[src/rtl/ascii_relation_parser.sv]
// Byte-serial parser/checker for ASCII relation lines such as "21<129\n".
// Emits one result record per non-empty line over a valid/ready handshake.
//
//   state | meaning
//   ------+-----------------------------------------------------------
//   GET_A | collecting operand A digits, waiting for the relation char
//   GET_B | collecting operand B digits, waiting for the terminator
//   SKIP  | line already in error, discarding up to the terminator
//   EMIT  | record presented on out_*, input stalled until transfer
module ascii_relation_parser #(
  parameter int CNT_W      = 16,
  parameter int MAX_DIGITS = 3
) (
  input  logic             clk,
  input  logic             rst_n,
  input  logic [7:0]       in_data,
  input  logic             in_valid,
  output logic             in_ready,
  output logic             out_valid,
  input  logic             out_ready,
  output logic [7:0]       out_a,
  output logic [7:0]       out_b,
  output logic [1:0]       out_op,
  output logic             out_true,
  output logic             out_err,
  output logic [1:0]       out_err_code,
  output logic [CNT_W-1:0] ok_count,
  output logic [CNT_W-1:0] err_count
);

  localparam int DW = $clog2(MAX_DIGITS + 1);
  localparam logic [DW-1:0] MAXD = DW'(MAX_DIGITS);

  localparam logic [1:0] OP_EQ = 2'b00;
  localparam logic [1:0] OP_LT = 2'b01;
  localparam logic [1:0] OP_GT = 2'b10;

  localparam logic [1:0] ERR_NONE    = 2'b00;
  localparam logic [1:0] ERR_ILLEGAL = 2'b01;
  localparam logic [1:0] ERR_FORMAT  = 2'b10;
  localparam logic [1:0] ERR_RANGE   = 2'b11;

  typedef enum logic [1:0] {GET_A, GET_B, SKIP, EMIT} state_t;

  state_t           state, state_n;
  logic [9:0]       acc_a, acc_a_n;
  logic [9:0]       acc_b, acc_b_n;
  logic [DW-1:0]    cnt_a, cnt_a_n;
  logic [DW-1:0]    cnt_b, cnt_b_n;
  logic [1:0]       op, op_n;
  logic [1:0]       err_code, err_code_n;
  logic [CNT_W-1:0] ok_cnt, ok_cnt_n;
  logic [CNT_W-1:0] err_cnt, err_cnt_n;

  logic       take;
  logic       is_digit, is_op, is_term, is_space;
  logic [3:0] digit;
  logic [1:0] op_code;
  logic [9:0] acc_sel, acc_step;
  logic [DW-1:0] cnt_sel;
  logic [1:0] digit_err;
  logic [1:0] new_err;
  logic       emit, line_ok;

  assign is_digit = (in_data >= 8'h30) && (in_data <= 8'h39);
  assign is_op    = (in_data == 8'h3C) || (in_data == 8'h3D) || (in_data == 8'h3E);
  assign is_term  = (in_data == 8'h0A) || (in_data == 8'h0D);
  assign is_space = (in_data == 8'h20);
  assign digit    = in_data[3:0];

  always_comb begin
    op_code = OP_EQ;
    case (in_data)
      8'h3C:   op_code = OP_LT;
      8'h3E:   op_code = OP_GT;
      default: op_code = OP_EQ;
    endcase
  end

  // Digit count is checked before the value so an over-long operand reports a
  // format error. While count < MAX_DIGITS the accumulator is at most 99, so
  // the 10-bit step never wraps.
  assign acc_sel  = (state == GET_B) ? acc_b : acc_a;
  assign cnt_sel  = (state == GET_B) ? cnt_b : cnt_a;
  assign acc_step = (acc_sel << 3) + (acc_sel << 1) + {6'd0, digit};

  always_comb begin
    digit_err = ERR_NONE;
    if (cnt_sel >= MAXD)
      digit_err = ERR_FORMAT;
    else if (acc_step > 10'd255)
      digit_err = ERR_RANGE;
  end

  assign emit     = (state == EMIT);
  assign take     = in_valid && !emit;

  always_comb begin
    state_n    = state;
    acc_a_n    = acc_a;
    acc_b_n    = acc_b;
    cnt_a_n    = cnt_a;
    cnt_b_n    = cnt_b;
    op_n       = op;
    err_code_n = err_code;
    ok_cnt_n   = ok_cnt;
    err_cnt_n  = err_cnt;
    new_err    = ERR_NONE;

    case (state)
      GET_A: begin
        if (take && !is_space) begin
          if (is_digit) begin
            if (digit_err != ERR_NONE) begin
              new_err = digit_err;
              state_n = SKIP;
            end else begin
              acc_a_n = acc_step;
              cnt_a_n = cnt_a + DW'(1);
            end
          end else if (is_op) begin
            if (cnt_a != '0) begin
              op_n    = op_code;
              state_n = GET_B;
            end else begin
              new_err = ERR_FORMAT;
              state_n = SKIP;
            end
          end else if (is_term) begin
            // A bare terminator (blank line or CR of a CRLF pair) is dropped.
            if (cnt_a != '0) begin
              new_err = ERR_FORMAT;
              state_n = EMIT;
            end
          end else begin
            new_err = ERR_ILLEGAL;
            state_n = SKIP;
          end
        end
      end

      GET_B: begin
        if (take && !is_space) begin
          if (is_digit) begin
            if (digit_err != ERR_NONE) begin
              new_err = digit_err;
              state_n = SKIP;
            end else begin
              acc_b_n = acc_step;
              cnt_b_n = cnt_b + DW'(1);
            end
          end else if (is_term) begin
            if (cnt_b == '0)
              new_err = ERR_FORMAT;
            state_n = EMIT;
          end else if (is_op) begin
            new_err = ERR_FORMAT;
            state_n = SKIP;
          end else begin
            new_err = ERR_ILLEGAL;
            state_n = SKIP;
          end
        end
      end

      SKIP: begin
        if (take && is_term)
          state_n = EMIT;
      end

      EMIT: begin
        if (out_ready) begin
          if (err_code == ERR_NONE) begin
            if (ok_cnt != '1)
              ok_cnt_n = ok_cnt + CNT_W'(1);
          end else begin
            if (err_cnt != '1)
              err_cnt_n = err_cnt + CNT_W'(1);
          end
          acc_a_n    = '0;
          acc_b_n    = '0;
          cnt_a_n    = '0;
          cnt_b_n    = '0;
          op_n       = OP_EQ;
          err_code_n = ERR_NONE;
          state_n    = GET_A;
        end
      end

      default: state_n = GET_A;
    endcase

    // First error of a line is sticky.
    if ((new_err != ERR_NONE) && (err_code == ERR_NONE))
      err_code_n = new_err;
  end

  always_ff @(posedge clk or negedge rst_n) begin
    if (!rst_n) begin
      state    <= GET_A;
      acc_a    <= '0;
      acc_b    <= '0;
      cnt_a    <= '0;
      cnt_b    <= '0;
      op       <= OP_EQ;
      err_code <= ERR_NONE;
      ok_cnt   <= '0;
      err_cnt  <= '0;
    end else begin
      state    <= state_n;
      acc_a    <= acc_a_n;
      acc_b    <= acc_b_n;
      cnt_a    <= cnt_a_n;
      cnt_b    <= cnt_b_n;
      op       <= op_n;
      err_code <= err_code_n;
      ok_cnt   <= ok_cnt_n;
      err_cnt  <= err_cnt_n;
    end
  end

  // Record fields are gated so nothing but zeros leaves the block outside EMIT
  // and error records carry no operand data.
  assign line_ok      = (err_code == ERR_NONE);
  assign in_ready     = !emit;
  assign out_valid    = emit;
  assign out_err      = emit && !line_ok;
  assign out_err_code = emit ? err_code : ERR_NONE;
  assign out_a        = (emit && line_ok) ? acc_a[7:0] : 8'd0;
  assign out_b        = (emit && line_ok) ? acc_b[7:0] : 8'd0;
  assign out_op       = (emit && line_ok) ? op : OP_EQ;

  always_comb begin
    out_true = 1'b0;
    if (emit && line_ok) begin
      case (op)
        OP_LT:   out_true = (acc_a < acc_b);
        OP_GT:   out_true = (acc_a > acc_b);
        default: out_true = (acc_a == acc_b);
      endcase
    end
  end

  assign ok_count  = ok_cnt;
  assign err_count = err_cnt;

endmodule

[config.mk]
export PLATFORM = sky130hd
export DESIGN_NAME = ascii_relation_parser
export DESIGN_NICKNAME = d
export VERILOG_FILES = /design/src/rtl/ascii_relation_parser.sv
export SDC_FILE = /design/constraint.sdc
export NUM_CORES = 1
export LEC_CHECK = 0
export BUFFER_PORTS_ARGS = -buffer_cell sky130_fd_sc_hd__buf_2
export CAP_MARGIN = 30
export CORE_MARGIN = 10
export CORE_UTILIZATION = 55
export CTS_CLUSTER_SIZE = 10
export DETAILED_ROUTE_END_ITERATION = 7
export PLACE_DENSITY_LB_ADDON = 0.12
export SLEW_MARGIN = 10
export SYNTH_ARGS = -nofsm -noshare
export SYNTH_HDL_FRONTEND = slang
export SYNTH_SLANG_ARGS = --single-unit
[constraint.sdc]
create_clock -name clk -period 7.35 [get_ports clk]
set_input_delay 1.47 -clock clk [delete_from_list [all_inputs] [get_ports clk]]
set_output_delay 1.47 -clock clk [all_outputs]
set_load 0.05 [all_outputs]
==> reports/metrics.csv, run 1 <==
metric,value,unit
number of DRC violations after detailed routing,0,
detail-routed net length per standard cell,17.4,um
Synth async-reset ratio,100,%
Main synth FF type,sky130_fd_sc_hd__dfrtp_1,
clock tree from TritonCTS,done,
"Reg clk slew, reported paths",0.07,ns
Gate power share,26.9,%
number of DRC violations after detailed-routing iteration 0,195,
Setup-failing EPs final,0,
worst min path class,reg2reg,
number of I/O port buffers,67,
register bit count reported by yosys,62,
power density over the cells,212,mW/mm^2
wire length of the first global-routing pass,17000,um
Final #Nets,538,
final cycle utilization of the critical path,64.8,%
Final Instance Area,0.00468,mm^2
Clock Latency Late Sink,0.34,ns
maximum number of pins on one net before global-route repair,63,
IO Count,68,
share of power burned in the clock network,31.4,%
outcome,"finished, final reports clean",
Yosys cell types,59,
Power Internal,649,uW
crit path DAT,4.97,ns
Diodes inserted,0,
global placer's final weighted congestion,0.912,
total clock buffers created by CTS,9,
count of filler cells inserted in the layout,632,
Sink Count,62,
post-detailed-route via-to-cell ratio,5.71,
total vias in the final route,3411,
final routed wirelength across all metal layers,10400,um
area share of the largest cell type after synthesis,38.2,%
cts hold-fix bufs,0,
height of the die,106,um
Floorplan Core Area,0.00721,mm^2
number of enable-type register cells in the synthesized netlist,0,
antenna violations before repair,0,
peak clock frequency supported by timing,210,MHz
Tightest Pin Transition,0.869,ns
final critical delay including setup and external delays,4.76,ns
Sw Pwr,346,uW
critical path start-end classification,reg2reg,
cell accounting for the most synthesized area,sky130_fd_sc_hd__dfrtp_1,
effective utilization at floorplan,56.4,%
YS warnings,0,
Hold Fails Final Rpt,0,
first-pass iteration count of the detailed router,4,
WP data required,7.56,ns
footprint of the multi-input gates,0.00235,mm^2
global-route usage over all layers,18.3,%
utilization after layout,64.9,%
part of the total power dissipated in sequential elements,41.7,%
worst clock skew,0.0102,ns
"Area growth, synth to finish",15.2,%
Die W,106,um
switching share of total power,34.8,%
post-DP HPWL,7900,um
type of destination of the critical path,flip-flop,
gate count of the mapped netlist,428,
clock root cell,sky130_fd_sc_hd__clkbuf_8,
Final Max Slew Viols,0,
leak pwr,2.46,nW
cells taking the most area after synthesis,"sky130_fd_sc_hd__dfrtp_1 (38%), sky130_fd_sc_hd__ha_1 (9.2%), sky130_fd_sc_hd__xnor2_1 (5.4%)",
Mapped Avg Cell Area,9.50,um^2
DP Cell Count,582,
sequential fraction of the synthesis area,38.2,%
unrepaired setup endpoints after global routing,false,
mapped cell area,0.00407,mm^2
die area,0.0112,mm^2
area post-placement,0.00448,mm^2
fraction of layout instances using a drive strength above 1,19.5,%
final std cells w/o fill,597,
crit start category,flip-flop,
Max VDD drop,0.000114,V
Post-CTS Setup Bufs,0,
tightest slew margin relative to the limit,41.5,%
setup TNS after final layout,0,ns
"Gates resized, CTS repair",0,
GRT overflow,0,
clock buffer depth,2,
total of max-cap violations,0,
number of standard-cell rows in the floorplan,31,
largest fanout on the critical path,21,
CTS H-Tree Depth,3,
via count of the first global-routing pass,3369,
antenna-violating nets left,0,
net count of the mapped netlist,472,
Sequential Area,0.00155,mm^2
-- critical path: stages, from the launching register on --
cell and delay [ns]:
sky130_fd_sc_hd__dfrtp_1 0.48, sky130_fd_sc_hd__or2b_1 0.63, sky130_fd_sc_hd__mux2_2 0.43, sky130_fd_sc_hd__fa_1 0.49, sky130_fd_sc_hd__ha_1 0.34, sky130_fd_sc_hd__a211oi_1 0.35, sky130_fd_sc_hd__nor3_1 0.11, sky130_fd_sc_hd__or3_1 0.32
sky130_fd_sc_hd__a21o_1 0.21, sky130_fd_sc_hd__or4_1 0.83, sky130_fd_sc_hd__mux2_1 0.44
-- area by class of cell --
cell class	count	area share [%]
multi-input combinational	325	50.1
sequential	62	33.1
timing repair buffer	70	7.64
clock buffer	12	3.53
tap	99	2.64
inverter	26	2.08
clock inverter	3	0.908
-- Yosys cell counts, types with 6 or more instances --
cell type,n
sky130_fd_sc_hd__o21ai_0,19
sky130_fd_sc_hd__and3_1,6
sky130_fd_sc_hd__clkbuf_1,10
sky130_fd_sc_hd__and2_1,11
sky130_fd_sc_hd__nor3b_1,6
sky130_fd_sc_hd__nand2_1,57
sky130_fd_sc_hd__ha_1,30
sky130_fd_sc_hd__dfrtp_1,62
sky130_fd_sc_hd__xnor2_1,25
sky130_fd_sc_hd__mux2i_1,14
sky130_fd_sc_hd__xor2_1,8
sky130_fd_sc_hd__nor4_1,15
sky130_fd_sc_hd__nand3_1,12
sky130_fd_sc_hd__nand4_1,9
sky130_fd_sc_hd__a21oi_1,11
sky130_fd_sc_hd__nor2_1,20
sky130_fd_sc_hd__inv_1,26
-- cell families after synthesis --
logic type	share of synthesized area, %
xor gates and xnor gates	8.22
AOI/OAI and AO/OA	10.3
DFF	38.2
adders and majority gates	10.2
buffers and inverters	4.15
muxes	6.68
and+or+nand+nor	22.3
-- final timing paths --
path                                     startpoint                  endpoint  slack (ns)  depth (start not counted)
hold / removal             ok_count[11]$_DFFE_PN0P_  ok_count[11]$_DFFE_PN0P_        0.49                          1
setup reg to reg               state[0]$_DFFE_PN0P_      acc_a[4]$_DFFE_PN0P_        2.59                         10
min in group asynchronous                     rst_n      acc_a[2]$_DFFE_PN0P_        1.29                          2
max in group asynchronous                     rst_n   ok_count[1]$_DFFE_PN0P_        5.53                          2
hold reg to reg            ok_count[11]$_DFFE_PN0P_  ok_count[11]$_DFFE_PN0P_        0.49                          1
setup / recovery               state[0]$_DFFE_PN0P_      acc_a[4]$_DFFE_PN0P_        2.59                         10
-- per-layer routing --
| metal | wire (um) | share of wire, % | track usage [%] |
|---|---|---|---|
| met1 | 4470 | 43 | 22.6 |
| met2 | 5030 | 48 | 29.4 |
| met3 | 733 | 7.1 | 6.10 |
| met4 | 144 | 1.4 | 5.71 |
| met5 | 0 | 0 | 0 |
-- sequential cells by signal (all words and copies together), names as in the netlist --
name / flops
acc_a: 10
acc_b: 10
cnt_a: 2
ok_count: 16
cnt_b: 2
err_code: 2
op: 2
state: 2
err_count: 16
-- cells in the final DEF, fill, tap and decap left out, types with 5 or more instances in the layout --
master	synthesis	layout
sky130_fd_sc_hd__a21oi_1	11	11
sky130_fd_sc_hd__and2_1	11	11
sky130_fd_sc_hd__and3_1	6	6
sky130_fd_sc_hd__buf_2	2	67
sky130_fd_sc_hd__clkbuf_8	0	12
sky130_fd_sc_hd__dfrtp_1	62	62
sky130_fd_sc_hd__ha_1	30	30
sky130_fd_sc_hd__inv_1	26	26
sky130_fd_sc_hd__mux2_4	5	5
sky130_fd_sc_hd__mux2i_1	14	14
sky130_fd_sc_hd__nand2_1	57	57
sky130_fd_sc_hd__nand3_1	12	12
sky130_fd_sc_hd__nand4_1	9	9
sky130_fd_sc_hd__nor2_1	20	20
sky130_fd_sc_hd__nor3b_1	6	6
sky130_fd_sc_hd__nor4_1	15	15
sky130_fd_sc_hd__o21ai_0	19	19
sky130_fd_sc_hd__o31ai_1	5	5
sky130_fd_sc_hd__or3_1	5	5
sky130_fd_sc_hd__xnor2_1	25	25
sky130_fd_sc_hd__xor2_1	8	8
-- metrics by stage --
step / hold WS [ns] / worst slack [ns] / power [mW]
5_1_grt: 0.514 / 2.28 / 1.04
3_3_place_gp: 0.472 / 2.56 / 0.679
4_1_cts: 0.489 / 2.62 / 1.00
2_1_floorplan: 0.449 / 3.11 / 0.602
3_5_place_dp: 0.474 / 2.49 / 0.687
6_report: 0.486 / 2.59 / 0.995
-- power by group through the flow --
stage	clock network, mW	logic, mW	registers [mW]
4_1_cts	0.320	0.268	0.414
6_report	0.313	0.267	0.415
3_3_place_gp	0	0.260	0.419
3_5_place_dp	0	0.266	0.421
2_1_floorplan	0	0.169	0.434
5_1_grt	0.331	0.291	0.420
Power figures use the tool's default switching activity.
==> run 2, diff against run 1 <==
clock period = 4.95 ns   (was 7.35 ns; I/O delays follow)
==> run 2 against run 1 <==
Net effect: critical path type unchanged; non-clock buffer count up 2; critical endpoint unchanged; power up 53%; sequential share of layout area down 0.20 points; highest routed layer unchanged; setup slack worse by 2.0 ns; maximum frequency up 8.5%.
==> reports/metrics.csv, run 2 (synthesis gave the netlist of run 1 again) <==
metric,value,unit,change
outcome,"finished, final reports clean",,unchanged
Final #Nets,540,,was 538
clock tree from TritonCTS,done,,unchanged
first-pass iteration count of the detailed router,4,,unchanged
power density over the cells,322,mW/mm^2,was 212 mW/mm^2
critical path capture point,acc_a[4]$_DFFE_PN0P_,,unchanged
Clock Latency Late Sink,0.34,ns,about the same
post-detailed-route via-to-cell ratio,5.76,,was 5.71
global-route usage over all layers,19.0,%,was 18.3%
Setup-failing EPs final,0,,unchanged
"commonest cells after routing, fill and taps aside","sky130_fd_sc_hd__buf_2 (67), sky130_fd_sc_hd__dfrtp_1 (62), sky130_fd_sc_hd__nand2_1 (57)",,unchanged
"Reg clk slew, reported paths",0.07,ns,about the same
peak clock frequency supported by timing,228,MHz,was 210 MHz
height of the die,106,um,unchanged
topmost layer with routed signal wires,met4,,unchanged
metal1 wirelength,4590,um,was 4470 um
antenna violations before repair,0,,unchanged
area post-placement,0.00449,mm^2,was 0.00448 mm^2
crit path DAT,4.60,ns,was 4.97 ns
number of DRC violations after detailed routing,0,,unchanged
fraction of layout instances using a drive strength above 1,19.8,%,was 19.5%
tightest slew margin relative to the limit,39.3,%,was 41.5%
total of max-cap violations,0,,unchanged
clock root cell,sky130_fd_sc_hd__clkbuf_8,,unchanged
type of destination of the critical path,flip-flop,,unchanged
number of I/O port buffers,67,,unchanged
maximum number of pins on one net before global-route repair,56,,was 63
IO Count,68,,unchanged
largest fanout on the critical path,12,,was 21
final cycle utilization of the critical path,88.6,%,was 64.8%
crit start category,flip-flop,,unchanged
minimum setup slack after placement,0.594,ns,was 2.49 ns
"Gates resized, CTS repair",0,,unchanged
GRT overflow,0,,unchanged
total clock buffers created by CTS,9,,unchanged
Setup WS post-layout,0.562,ns,was 2.59 ns
worst clock skew,0.00830,ns,was 0.0102 ns
Routed met3 length,875,um,was 733 um
antenna-violating nets left,0,,unchanged
cts hold-fix bufs,0,,unchanged
Post-CTS Setup Bufs,0,,unchanged
final routed wirelength across all metal layers,10600,um,was 10400 um
effective utilization at floorplan,56.4,%,unchanged
clock buffer depth,2,,unchanged
DP Cell Count,584,,was 582
Detail Route met2 WL,4940,um,was 5030 um
via count of the first global-routing pass,3508,,was 3369
setup TNS after final layout,0,ns,unchanged
r2r endpoint,acc_a[4]$_DFFE_PN0P_,,unchanged
total vias in the final route,3451,,was 3411
Max VDD drop,0.000186,V,was 0.000114 V
Floorplan Core Area,0.00721,mm^2,unchanged
number of cells on the worst reg-to-reg path,10,,unchanged
worst min path class,in2async,,was reg2reg
Diodes inserted,0,,unchanged
final critical delay including setup and external delays,4.39,ns,was 4.76 ns
Final Max Slew Viols,0,,unchanged
post-DP HPWL,8180,um,was 7900 um
"leading cell type in the layout, fill and taps excluded",sky130_fd_sc_hd__buf_2,,unchanged
r2r setup slk,0.56,ns,was 2.59 ns
"Area growth, synth to finish",15.9,%,was 15.2%
Die W,106,um,unchanged
worst hold-check slack,0.490,ns,was 0.486 ns
Sink Count,62,,unchanged
CP Launch Point,state[0]$_DFFE_PN0P_,,unchanged
Hold Fails Final Rpt,0,,unchanged
leak pwr,2.48,nW,was 2.46 nW
number of DRC violations after detailed-routing iteration 0,244,,was 195
detail-routed net length per standard cell,17.7,um,was 17.4 um
WP data required,5.16,ns,was 7.56 ns
Tightest Pin Transition,0.903,ns,was 0.869 ns
number of standard-cell rows in the floorplan,31,,unchanged
global placer's final weighted congestion,0.973,,was 0.912
critical path start-end classification,reg2reg,,unchanged
die area,0.0112,mm^2,unchanged
wire length of the first global-routing pass,17600,um,was 17000 um
unrepaired setup endpoints after global routing,false,,unchanged
final std cells w/o fill,599,,was 597
Final Instance Area,0.00471,mm^2,was 0.00468 mm^2
CTS H-Tree Depth,3,,unchanged
start of the worst register-to-register path,state[0]$_DFFE_PN0P_,,unchanged
## run 2: routing by layer
metal	vias up	track usage [%]
met5	-	0
met4	0	6.67
met3	16	5.68
met2	124	30.1
met1	1641	24.0
li1	1670	-
## run 2: final cells by class
cell class              count  area (um^2)
fillers                   601         2500
multi-input cells         325         2350
flip-flops and latches     62         1550
repair buffers             72          373
clock buffers              11          151
well taps                  99          124
inverters                  26         97.6
clock inverters             4         70.1
## run 2: worst max-delay path, stage by stage, from the launching register on
cell	delay, ns
sky130_fd_sc_hd__dfrtp_1	0.50
sky130_fd_sc_hd__or2b_1	0.33
sky130_fd_sc_hd__o21ai_0	0.35
sky130_fd_sc_hd__fa_1	0.54
sky130_fd_sc_hd__ha_1	0.34
sky130_fd_sc_hd__a211oi_1	0.31
sky130_fd_sc_hd__nor3_1	0.11
sky130_fd_sc_hd__or3_1	0.32
sky130_fd_sc_hd__a21o_1	0.22
sky130_fd_sc_hd__or4_1	0.80
sky130_fd_sc_hd__mux2_1	0.43
## run 2: through the flow
stage | util (%) | total power [mW]
2_1_floorplan | - | 0.894
6_report | 65.3 | 1.52
3_5_place_dp | 62.3 | 1.02
4_1_cts | 65.3 | 1.53
3_3_place_gp | 62.3 | 1.02
5_1_grt | 65.3 | 1.59
## run 2: worst min path at each step
| stage | end | slack (ns) | cells after the start |
|---|---|---|---|
| 6_report | acc_b[2]$_DFFE_PN0P_ | 0.49 | 1 |
| 5_1_grt | err_code[1]$_DFFE_PN0P_ | 0.49 | 1 |
| 4_1_cts | acc_b[1]$_DFFE_PN0P_ | 0.48 | 1 |
| 3_5_place_dp | acc_b[9]$_DFFE_PN0P_ | 0.48 | 2 |
| 3_3_place_gp | acc_b[9]$_DFFE_PN0P_ | 0.47 | 2 |
| 2_1_floorplan | acc_b[9]$_DFFE_PN0P_ | 0.45 | 2 |
## run 2: power by group
group	internal (mW)	switching (mW)
sequential	0.555	0.0598
clock	0.307	0.194
combinational	0.139	0.264
==> run 3, diff against run 2 <==
CORE_ASPECT_RATIO = 0.5   (was not set)
==> run 3 against run 2 <==
Net effect: combinational power decreased by 3%; power increased by 15%; clock skew decreased by 0.0027 ns; critical path depth increased by 2.
==> reports/metrics.csv, run 3 (synthesis gave the netlist of run 1 again) <==
metric,value,unit,change
outcome,"finished, final reports clean",,unchanged
IO Count,68,,unchanged
final critical delay including setup and external delays,4.46,ns,was 4.39 ns
effective utilization at floorplan,56.0,%,was 56.4%
antenna-violating nets left,0,,unchanged
Sw Pwr,543,uW,was 518 uW
leak pwr,2.54,nW,was 2.48 nW
tightest slew margin relative to the limit,41.2,%,was 39.3%
worst clock skew,0.00563,ns,was 0.00830 ns
crit start category,flip-flop,,unchanged
Routed met3 length,830,um,was 875 um
wire length of the first global-routing pass,17000,um,was 17600 um
antenna violations before repair,0,,unchanged
number of standard-cell rows in the floorplan,22,,was 31
total clock buffers created by CTS,9,,unchanged
number of buffers and inverters on the critical path,1,,was 0
GRT overflow,0,,unchanged
switching share of total power,31.2,%,was 34.1%
final routed wirelength across all metal layers,10400,um,was 10600 um
first-pass iteration count of the detailed router,4,,unchanged
critical path start-end classification,reg2reg,,unchanged
"Gates resized, CTS repair",0,,unchanged
total of max-cap violations,0,,unchanged
Die W,142,um,was 106 um
Setup-failing EPs final,0,,unchanged
Hold Fails Final Rpt,0,,unchanged
cell with the biggest individual delay on the critical path,sky130_fd_sc_hd__or4_1,,unchanged
Clock Latency Late Sink,0.34,ns,about the same
number of I/O port buffers,67,,unchanged
fraction of layout instances using a drive strength above 1,20.0,%,was 19.8%
die area,0.0114,mm^2,was 0.0112 mm^2
clock tree from TritonCTS,done,,unchanged
post-DP HPWL,7780,um,was 8180 um
power density over the cells,360,mW/mm^2,was 322 mW/mm^2
"Area growth, synth to finish",18.9,%,was 15.9%
"Reg clk slew, reported paths",0.05,ns,was 0.07 ns
Max VDD drop,0.000326,V,was 0.000186 V
worst min path class,reg2reg,,was in2async
part of the total power dissipated in sequential elements,35.4,%,was 40.5%
Diodes inserted,0,,unchanged
cell family contributing the most delay on the critical path,simple AND/OR/NAND/NOR gates,,unchanged
stage delay of the slowest cell on the critical path,0.78,ns,was 0.80 ns
Power Internal,1.20,mW,was 1.00 mW
list of cells traversed by the critical path,"or2b_1, buf_4, nand2_1, o21ai_0, fa_1, ha_1, a211oi_1, nor3_1, or3_1, a21o_1, or4_1, mux2_4",,"was or2b_1, o21ai_0, fa_1, ha_1, a211oi_1, nor3_1, or3_1, a21o_1, or4_1, mux2_1"
height of the die,80.8,um,was 106 um
crit path DAT,4.68,ns,was 4.60 ns
CTS H-Tree Depth,3,,unchanged
Floorplan Core Area,0.00727,mm^2,was 0.00721 mm^2
post-detailed-route via-to-cell ratio,5.77,,was 5.76
share of power burned in the clock network,42.1,%,was 33.0%
cts hold-fix bufs,0,,unchanged
total vias in the final route,3443,,was 3451
Tightest Pin Transition,0.874,ns,was 0.903 ns
global placer's final weighted congestion,0.909,,was 0.973
number of DRC violations after detailed routing,0,,unchanged
metal1 wirelength,4750,um,was 4590 um
Post-CTS Setup Bufs,0,,unchanged
type of destination of the critical path,flip-flop,,unchanged
Sink Count,62,,unchanged
overall power after layout,1.74,mW,was 1.52 mW
"leading cell type in the layout, fill and taps excluded",sky130_fd_sc_hd__buf_2,,unchanged
unrepaired setup endpoints after global routing,false,,unchanged
Final Max Slew Viols,0,,unchanged
clock buffer depth,2,,unchanged
largest fanout on the critical path,14,,was 12
WP data required,5.16,ns,about the same
Final #Nets,540,,unchanged
Gate power share,22.5,%,was 26.5%
number of DRC violations after detailed-routing iteration 0,244,,unchanged
detail-routed net length per standard cell,17.4,um,was 17.7 um
topmost layer with routed signal wires,met4,,unchanged
clock root cell,sky130_fd_sc_hd__clkbuf_16,,was sky130_fd_sc_hd__clkbuf_8
Detail Route met2 WL,4640,um,was 4940 um
setup TNS after final layout,0,ns,unchanged
final cycle utilization of the critical path,90.2,%,was 88.6%
peak clock frequency supported by timing,224,MHz,was 228 MHz
via count of the first global-routing pass,3432,,was 3508
"commonest cells after routing, fill and taps aside","sky130_fd_sc_hd__buf_2 (67), sky130_fd_sc_hd__dfrtp_1 (62), sky130_fd_sc_hd__nand2_1 (57)",,unchanged
global-route usage over all layers,18.5,%,was 19.0%
maximum number of pins on one net before global-route repair,50,,was 56
-- run 3: cell types whose count changed in the layout (fill, tap and decap cells not counted) --
| cell | delta |
|---|---|
| sky130_fd_sc_hd__clkbuf_16 | +9 |
| sky130_fd_sc_hd__clkbuf_8 | -10 |
| sky130_fd_sc_hd__bufinv_16 | +1 |
| sky130_fd_sc_hd__clkinv_4 | +1 |
-- run 3: routing by layer --
metal  track usage, %  up-vias
li1                 -     1672
met1             22.3     1658
met2             30.6       94
met3             6.52       19
met4             6.69        0
met5                0        -
-- run 3: final cells by class --
class | instances | area [um^2]
clock inverter | 6 | 109
multi-input combinational | 325 | 2350
clock buffer | 10 | 239
tap | 96 | 120
fill | 601 | 2430
sequential | 62 | 1550
timing repair buffer | 72 | 373
inverter | 26 | 97.6
-- run 3: final timing paths --
kind | start | endpoint | slack (ns) | cells after the start
setup / recovery | state[0]$_DFFE_PN0P_ | acc_b[3]$_DFFE_PN0P_ | 0.49 | 12
hold / removal | err_count[13]$_DFFE_PN0P_ | err_count[13]$_DFFE_PN0P_ | 0.49 | 1
setup reg to reg | state[0]$_DFFE_PN0P_ | acc_b[3]$_DFFE_PN0P_ | 0.49 | 12
hold reg to reg | err_count[13]$_DFFE_PN0P_ | err_count[13]$_DFFE_PN0P_ | 0.49 | 1
max in group asynchronous | rst_n | acc_b[0]$_DFFE_PN0P_ | 3.48 | 2
min in group asynchronous | rst_n | err_count[6]$_DFFE_PN0P_ | 0.54 | 1
-- run 3: through the flow --
step	util [%]	cell area [um^2]	worst slack [ns]	hold WS, ns	std cells
floorplan	-	4070	0.783	0.449	428
global placement	61.8	4490	0.619	0.465	581
detailed placement	61.8	4490	0.530	0.483	581
CTS	66.5	4840	0.511	0.491	597
global route	66.5	4840	0.232	0.515	597
finish	66.5	4840	0.486	0.487	597
-- run 3: power by group through the flow --
stage / Clock, mW / Combinational [mW] / Sequential, mW
after floorplan: 0 / 0.250 / 0.644
after global placement: 0 / 0.389 / 0.620
after detailed placement: 0 / 0.392 / 0.622
after CTS: 0.741 / 0.394 / 0.615
after global routing: 0.765 / 0.430 / 0.622
final: 0.732 / 0.392 / 0.616
